`config.mk`:
```
export PLATFORM = sky130hd
export DESIGN_NAME = instr_fetch_stage
export DESIGN_NICKNAME = d
export VERILOG_FILES = /design/src/rtl/instr_fetch_stage.sv
export SDC_FILE = /design/constraint.sdc
export NUM_CORES = 1
export LEC_CHECK = 0
export ABC_AREA = 0
export CORE_ASPECT_RATIO = 2
export CORE_MARGIN = 8
export CORE_UTILIZATION = 50
export DETAILED_ROUTE_END_ITERATION = 8
export PLACE_DENSITY = 0.83
export SKIP_LAST_GASP = 1
export SYNTH_ARGS = -nofsm -noshare
export SYNTH_HDL_FRONTEND = slang
export SYNTH_SLANG_ARGS = --single-unit
```
`constraint.sdc`:
```
create_clock -name clk -period 6.66 [get_ports clk]
set_input_delay 1.332 -clock clk [delete_from_list [all_inputs] [get_ports clk]]
set_output_delay 1.332 -clock clk [all_outputs]
set_load 0.005 [all_outputs]
```
`src/rtl/instr_fetch_stage.sv`:
```
// Instruction fetch stage: sequential PC generator, single-cycle-latency imem
// interface and a 2-entry {instr, pc} skid FIFO feeding decode.
module instr_fetch_stage #(
  parameter logic [19:0] RESET_PC = 20'h00000
) (
  input  logic        clk,
  input  logic        rst_n,
  output logic        imem_rd_en,
  output logic [4:0]  imem_addr,
  input  logic [19:0] imem_rd_data,
  input  logic        redirect_valid,
  input  logic [19:0] redirect_pc,
  input  logic        halt,
  output logic        instr_valid,
  output logic [19:0] instr,
  output logic [19:0] instr_pc,
  input  logic        decode_ready
);

  localparam int Depth = 2;

  logic [19:0] pc;
  logic [19:0] inflightPc;
  logic        inflight;
  logic        squash;

  logic [19:0] fifoInstr [Depth];
  logic [19:0] fifoPc    [Depth];
  logic        headIdx;
  logic [1:0]  fifoCount;

  logic        pop;
  logic        push;
  logic        issue;
  logic        wrIdx;
  logic [2:0]  occupancy;

  assign instr_valid = (fifoCount != 2'd0);
  assign instr       = fifoInstr[headIdx];
  assign instr_pc    = fifoPc[headIdx];

  assign pop  = instr_valid && decode_ready;
  assign push = inflight && !squash;

  // Buffered words plus the one still in the memory pipe, after this cycle's pop,
  // must leave room for the response of a new request.
  assign occupancy  = {1'b0, fifoCount} + {2'b00, inflight} - {2'b00, pop};
  assign issue      = rst_n && !halt && !redirect_valid && (occupancy < 3'd2);
  assign imem_rd_en = issue;
  assign imem_addr  = pc[4:0];

  // With two slots the tail is the head when empty and the other slot otherwise.
  assign wrIdx = headIdx ^ fifoCount[0];

  // NOTE: all state below uses non-blocking assignments so every register
  // samples pre-edge values; blocking here would let pop/push see updated state.
  always_ff @(posedge clk or negedge rst_n) begin
    if (!rst_n) begin
      pc         <= RESET_PC;
      inflight   <= 1'b0;
      inflightPc <= 20'd0;
      squash     <= 1'b0;
      headIdx    <= 1'b0;
      fifoCount  <= 2'd0;
      // NOTE: the two FIFO slots are reset because they drive instr/instr_pc
      // directly, which must read zero during reset; deeper storage would not be.
      for (int i = 0; i < Depth; i++) begin
        fifoInstr[i] <= 20'd0;
        fifoPc[i]    <= 20'd0;
      end
    end else if (redirect_valid) begin
      // Redirect wins over pop, issue and halt; the response arriving on this
      // edge belongs to the old stream and is dropped.
      pc        <= redirect_pc;
      headIdx   <= 1'b0;
      fifoCount <= 2'd0;
      inflight  <= 1'b0;
      squash    <= inflight;
    end else begin
      squash <= 1'b0;
      if (push) begin
        fifoInstr[wrIdx] <= imem_rd_data;
        fifoPc[wrIdx]    <= inflightPc;
      end
      if (pop) begin
        headIdx <= ~headIdx;
      end
      fifoCount <= fifoCount + {1'b0, push} - {1'b0, pop};
      inflight  <= issue;
      if (issue) begin
        inflightPc <= pc;
        pc         <= pc + 20'd1;
      end
    end
  end

endmodule

```
Word-level counts from Yosys, hierarchy flattened
Index checks and enable logic that the tools add are counted.
{"block": "classes", "addsub": 5, "magnitude_cmp": 4, "mux": 17, "bitwise": 5, "n_reduce_logical": 14}
{"op": "$mux 20", "count": 9}
{"op": "$bwmux 40", "count": 2}
{"op": "$add 20x1->20 const B", "count": 1}
{"op": "$demux 20 s1", "count": 1}
{"op": "$logic_and 1x1->1", "count": 6}
{"op": "$reduce_bool 2->1", "count": 3}
{"op": "$ge 2x2->1 const B", "count": 2}
{"op": "$mux 1", "count": 4}
{"op": "$not 1->2", "count": 2}
{"op": "$reduce_and 2->1", "count": 2}
{"op": "$add 2x1->3", "count": 1}
{"op": "$logic_not 1->1", "count": 3}
{"op": "$lt 3x2->1 const B", "count": 1}
{"op": "$sub 3x1->3", "count": 1}
{"op": "$add 2x1->2", "count": 1}
{"op": "$lt 2x1->1 const B", "count": 1}
{"op": "$mux 2", "count": 1}
{"op": "$not 1->1", "count": 2}
{"op": "$sub 2x1->2", "count": 1}
{"op": "$xor 1x1->1", "count": 1}
{"block": "totals", "reg_bits": 125, "input_bits": 45, "out_inout_bits": 47, "elab_cells": 55}

Logic depth before layout (Yosys ltp)
{"block": "depth", "depth_word": 7, "mapped_depth": 12, "ltp_nobuf": 10}

Worst setup path after synthesis
No wires, ideal clock.
{"block": "synth_timing", "kind": "input port to output port", "from": "input decode_ready", "to": "output imem_rd_en", "t_arrival_ns": 2.979, "t_required_ns": 5.328, "path_slack_ns": 2.349, "stages": 9, "n_path_buf": 2, "path_cell_list": "nand2_1 -> nor2_1 -> o21ai_0 -> fa_1 -> xnor2_1 -> nand2_2 -> inv_2 -> buf_4 -> buf_2"}
{"block": "synth_via", "elab_chain_cells": 4}
{"element": "from (decl)", "line_no": "17", "rtl": "input logic decode_ready"}
{"element": "$logic_and 1x1->1", "line_no": "42", "rtl": "assign pop = instr_valid && decode_ready;"}
{"element": "$sub 3x1->3", "line_no": "47", "rtl": "assign occupancy = {1'b0, fifoCount} + {2'b00, inflight} - {2'b00, pop};"}
{"element": "$lt 3x2->1", "line_no": "48", "rtl": "assign issue = rst_n && !halt && !redirect_valid && (occupancy < 3'd2);"}
{"element": "$logic_and 1x1->1", "line_no": "48"}
{"element": "to (decl)", "line_no": "8", "rtl": "output logic imem_rd_en,"}
No other way between the ends.

Worst setup path after layout
Ends and elaborated chain as after synthesis.

==> metrics.txt <==
# TYPE chip_impl_metric gauge
chip_impl_metric{name="io_buffer_count",unit=""} 91
chip_impl_metric{name="synthDistinctLibCells",unit=""} 45
chip_impl_metric{name="mappedNetlistArea",unit="µm²"} 5727
chip_impl_metric{name="crit_cells",unit=""} 9
chip_impl_metric{name="core.rowCount",unit=""} 55
chip_impl_metric{name="timing.clock.skew",unit="ps"} 9.504
chip_impl_metric{name="antenna_found_initial",unit=""} 0
chip_impl_info{name="crit_path_cell_trace",value="clkdlybuf4s50_1 > nand2_1 > nor2_1 > o21ai_0 > fa_1 > xnor2_1 > nand2_2 > inv_2 > clkdlybuf4s50_1"} 1
chip_impl_info{name="timing.critical_path.max_delay_family",value="buffers and inverters"} 1
chip_impl_metric{name="synth_async_sr_flop_share",unit=""} 1.000
chip_impl_metric{name="drt-pass1-iter-count",unit=""} 5
chip_impl_metric{name="hold_depth",unit=""} 2
chip_impl_info{name="startpoint",value="decode_ready"} 1
chip_impl_info{name="worst_hold_path.endpoint",value="inflightPc[12]"} 1
chip_impl_metric{name="cts.sinks",unit=""} 125
chip_impl_metric{name="final.setup.tns",unit="ps"} 0
chip_impl_metric{name="finalWirelength",unit="mm"} 12.84
chip_impl_metric{name="n_fill_cell",unit=""} 839
chip_impl_metric{name="dp.final_hpwl",unit="mm"} 8.731
chip_impl_metric{name="final-instance-count-excl-fill",unit=""} 701
chip_impl_metric{name="ioPinCount",unit=""} 92
chip_impl_metric{name="cp_max_fo",unit=""} 29
chip_impl_info{name="cts_tree",value="built"} 1
chip_impl_metric{name="synthesis.instances",unit=""} 460
chip_impl_metric{name="pwr-share-clk",unit=""} 0.298
chip_impl_metric{name="syn-num-nets",unit=""} 509
chip_impl_metric{name="postCtsSetupBuffers",unit=""} 0
chip_impl_info{name="beginning_of_the_worst_hold_path",value="inflightPc[12]"} 1
chip_impl_metric{name="post-place-cells",unit=""} 669
chip_impl_metric{name="pin_count_of_the_biggest_net_entering_global_routing",unit=""} 73
chip_impl_metric{name="power_switching",unit="mW"} 0.8438
chip_impl_metric{name="final_hold_viol_count",unit=""} 0
chip_impl_metric{name="insertion_delay",unit="ps"} 400
chip_impl_info{name="cpMostUsedCell",value="sky130_fd_sc_hd__clkdlybuf4s50_1"} 1
chip_impl_metric{name="cts-htree-levels",unit=""} 4
chip_impl_metric{name="avgViaCountPerCell",unit=""} 5.686
chip_impl_metric{name="reg2reg_slack",unit="ps"} 3620
chip_impl_metric{name="die_y",unit="µm"} 167.4
chip_impl_metric{name="synth_edf_count",unit=""} 0
chip_impl_metric{name="max_slew_margin",unit=""} 0.2717
chip_impl_info{name="postSynth.topFlopCell",value="sky130_fd_sc_hd__dfrtp_1"} 1
chip_impl_metric{name="grt_pass1_vias",unit=""} 4258
chip_impl_info{name="synthTopCellsByArea",value="sky130_fd_sc_hd__dfrtp_1, sky130_fd_sc_hd__mux2_2, sky130_fd_sc_hd__nand2_1, sky130_fd_sc_hd__o21ai_0, sky130_fd_sc_hd__o311ai_0"} 1
chip_impl_metric{name="max_cap_violations",unit=""} 0
chip_impl_metric{name="combinational_power_share",unit=""} 0.302
chip_impl_info{name="rsz0062_at_grt",value="false"} 1
chip_impl_metric{name="cts_buffers",unit=""} 17
chip_impl_metric{name="global_route.overflow_total",unit=""} 0
chip_impl_metric{name="period_minus_slack",unit="ps"} 5558
chip_impl_metric{name="clk_pin_slew_worst_paths",unit="ps"} 50
chip_impl_metric{name="final_routed_drc_violation_total",unit=""} 0
chip_impl_metric{name="sequentialPowerShare",unit=""} 0.401
chip_impl_metric{name="vdd_ir_drop_max",unit="mV"} 0.2219
chip_impl_info{name="leading_cell_types_in_the_layout_fill_and_taps_excluded",value="sky130_fd_sc_hd__dfrtp_1, sky130_fd_sc_hd__mux2_2, sky130_fd_sc_hd__clkdlybuf4s50_1"} 1
chip_impl_metric{name="seqCellArea",unit="µm²"} 3129
chip_impl_metric{name="area_growth_syn_to_layout",unit="%"} 27.09
chip_impl_metric{name="die_w",unit="µm"} 91.68
chip_impl_metric{name="multi_input_comb_area",unit="µm²"} 2397
chip_impl_metric{name="maxClockFrequency",unit="MHz"} 179.9
chip_impl_metric{name="layout-drive-gt1-share",unit=""} 0.3005
chip_impl_metric{name="post-route-util",unit=""} 0.6489
chip_impl_metric{name="finalWeightedCongestion",unit=""} 0.8715
chip_impl_metric{name="total_power",unit="mW"} 3.109
chip_impl_metric{name="cts-root-to-sink-buffers",unit=""} 2
chip_impl_metric{name="timing.final.crit_share",unit=""} 0.8346
chip_impl_info{name="timing.critical_path.from_type",value="input port"} 1
chip_impl_info{name="status",value="finished, final reports clean"} 1
chip_impl_metric{name="wl_per_cell",unit="µm"} 18.31
chip_impl_info{name="post-synth-top-area-cell",value="sky130_fd_sc_hd__dfrtp_1"} 1
chip_impl_metric{name="final_net_count",unit=""} 595
chip_impl_metric{name="worst_hold_slack",unit="ps"} 493.5
chip_impl_metric{name="postCtsHoldBufs",unit=""} 0
chip_impl_metric{name="globalRouteTotalUtil",unit=""} 0.1717
chip_impl_info{name="critical_path.slowest_cell",value="sky130_fd_sc_hd__clkdlybuf4s50_1"} 1
chip_impl_metric{name="max_stage_delay",unit="ps"} 630
chip_impl_metric{name="post_synth.cell_area_avg",unit="µm²"} 12.45
chip_impl_metric{name="leakagePower",unit="nW"} 3.312
chip_impl_metric{name="worstPathArrival",unit="ps"} 4230
chip_impl_metric{name="route.vias.total",unit=""} 3986
chip_impl_metric{name="postSynthRegisterBits",unit=""} 125
chip_impl_info{name="critical_path.reg2reg.endpoint",value="pc[4]"} 1
chip_impl_metric{name="route.layer.met1.wl",unit="mm"} 4.743
chip_impl_metric{name="core_area",unit="µm²"} 11220
chip_impl_metric{name="sw_frac_of_total",unit=""} 0.2714
chip_impl_metric{name="maxSlewViolCount",unit=""} 0
chip_impl_metric{name="worstPathRequired",unit="ps"} 5330
chip_impl_metric{name="ant_nets",unit=""} 0
chip_impl_metric{name="place_worst_setup_slack",unit="ps"} 1138
chip_impl_info{name="clock_tree.root_cell",value="sky130_fd_sc_hd__clkbuf_16"} 1
chip_impl_info{name="timing.setup.critical_path_class",value="in -> out"} 1
chip_impl_metric{name="setup_viol",unit=""} 0
chip_impl_metric{name="antenna_cells",unit=""} 0
chip_impl_metric{name="cellInternalPower",unit="mW"} 2.265
chip_impl_info{name="min_path_type",value="reg -> reg"} 1
chip_impl_metric{name="drt_iter0_markers",unit=""} 185
chip_impl_metric{name="finalWorstSetupSlack",unit="ps"} 1102
chip_impl_metric{name="detailroute.wirelength.met3",unit="µm"} 600
chip_impl_metric{name="met2_wirelength",unit="mm"} 7.100
chip_impl_metric{name="worstRegToRegCells",unit=""} 10
chip_impl_metric{name="initial_utilization",unit=""} 0.5105
chip_impl_info{name="layout.cells.most_common",value="sky130_fd_sc_hd__dfrtp_1"} 1
chip_impl_metric{name="worst-path-buf-inv",unit=""} 3
chip_impl_metric{name="design.die.area",unit="µm²"} 15340
chip_impl_metric{name="placed_cell_area",unit="µm²"} 6676
chip_impl_info{name="routed.top_layer",value="met4"} 1
chip_impl_info{name="worstSetupEndpointType",value="output port"} 1
chip_impl_metric{name="post-synth-top-area-fraction",unit=""} 0.5462
chip_impl_metric{name="postCtsResizedCells",unit=""} 0
chip_impl_metric{name="ys.warnings.count",unit=""} 0
chip_impl_metric{name="power_density",unit="nW/µm²"} 427.2
chip_impl_metric{name="postLayoutCellArea",unit="µm²"} 7278
chip_impl_info{name="r2r_start",value="fifoCount[1]"} 1
chip_impl_metric{name="grt_pass1_wl",unit="mm"} 21.13
chip_impl_metric{name="synth_sequential_area_ratio",unit=""} 0.5462
chip_impl_metric{name="worstMarginPinSlew",unit="ps"} 1089
cell type report:
class	count	share of cell area
well taps	142	0.02441
repair buffers	95	0.1289
flip-flops and latches	125	0.4299
clock inverters	11	0.01943
multi-input cells	298	0.3294
clock buffers	21	0.06326
inverters	9	0.004642
state kept, by name (all words and copies together), names as in the netlist:
name	cells
pc	20
inflight	1
headIdx	1
fifoCount	2
inflightPc	20
fifoInstr	40
fifoPc	40
squash	1
synthesized netlist by cell type, drive strengths merged, types with 6 or more instances:
| library cell | count |
|---|---|
| inv | 8 |
| nand2 | 72 |
| buf | 21 |
| nor2 | 7 |
| nand4 | 6 |
| o311ai | 7 |
| o211ai | 8 |
| mux2 | 121 |
| nand3 | 7 |
| o21ai | 13 |
| clkbuf | 7 |
| dfrtp | 125 |
per-layer routing:
metal | vias up | GRT usage
li1 | 1811 | -
met2 | 132 | 0.3104
met5 | - | 0
met3 | 28 | 0.04613
met1 | 2015 | 0.1740
met4 | 0 | 0.08686
power groups by stage:
stage	Clock [mW]	Combinational, mW	Sequential [mW]
global route	0.976	1.02	1.29
finish	0.926	0.938	1.25
CTS	0.944	0.957	1.25
detailed placement	0	0.948	1.26
floorplan	0	0.554	1.17
global placement	0	0.920	1.23
worst max path at each step:
stage,to,slack [ps]
2_1_floorplan,imem_rd_en,2350
3_3_place_gp,imem_rd_en,1300
3_5_place_dp,imem_rd_en,1140
4_1_cts,imem_rd_en,1120
5_1_grt,imem_rd_en,920
6_report,imem_rd_en,1100
kinds of logic (layout without fill, tap and decap cells):
family | Yosys count | in the layout | share of synthesized area
flip-flops | 125 | 125 | 0.5462
multiplexers | 121 | 121 | 0.2379
AND/OR/NAND/NOR | 119 | 119 | 0.1012
AO/OA/AOI/OAI | 47 | 47 | 0.05812
buffers and inverters | 37 | 136 | 0.03583
XOR/XNOR | 7 | 7 | 0.01071
adder cells (fa/ha/maj) | 4 | 4 | 0.01005
worst min-delay path, delay by kind of cell (launching register included):
family | cells | cell delay [ps]
AND/OR/NAND/NOR | 2 | 110
flip-flops | 1 | 350
Power figures use the tool's default switching activity.
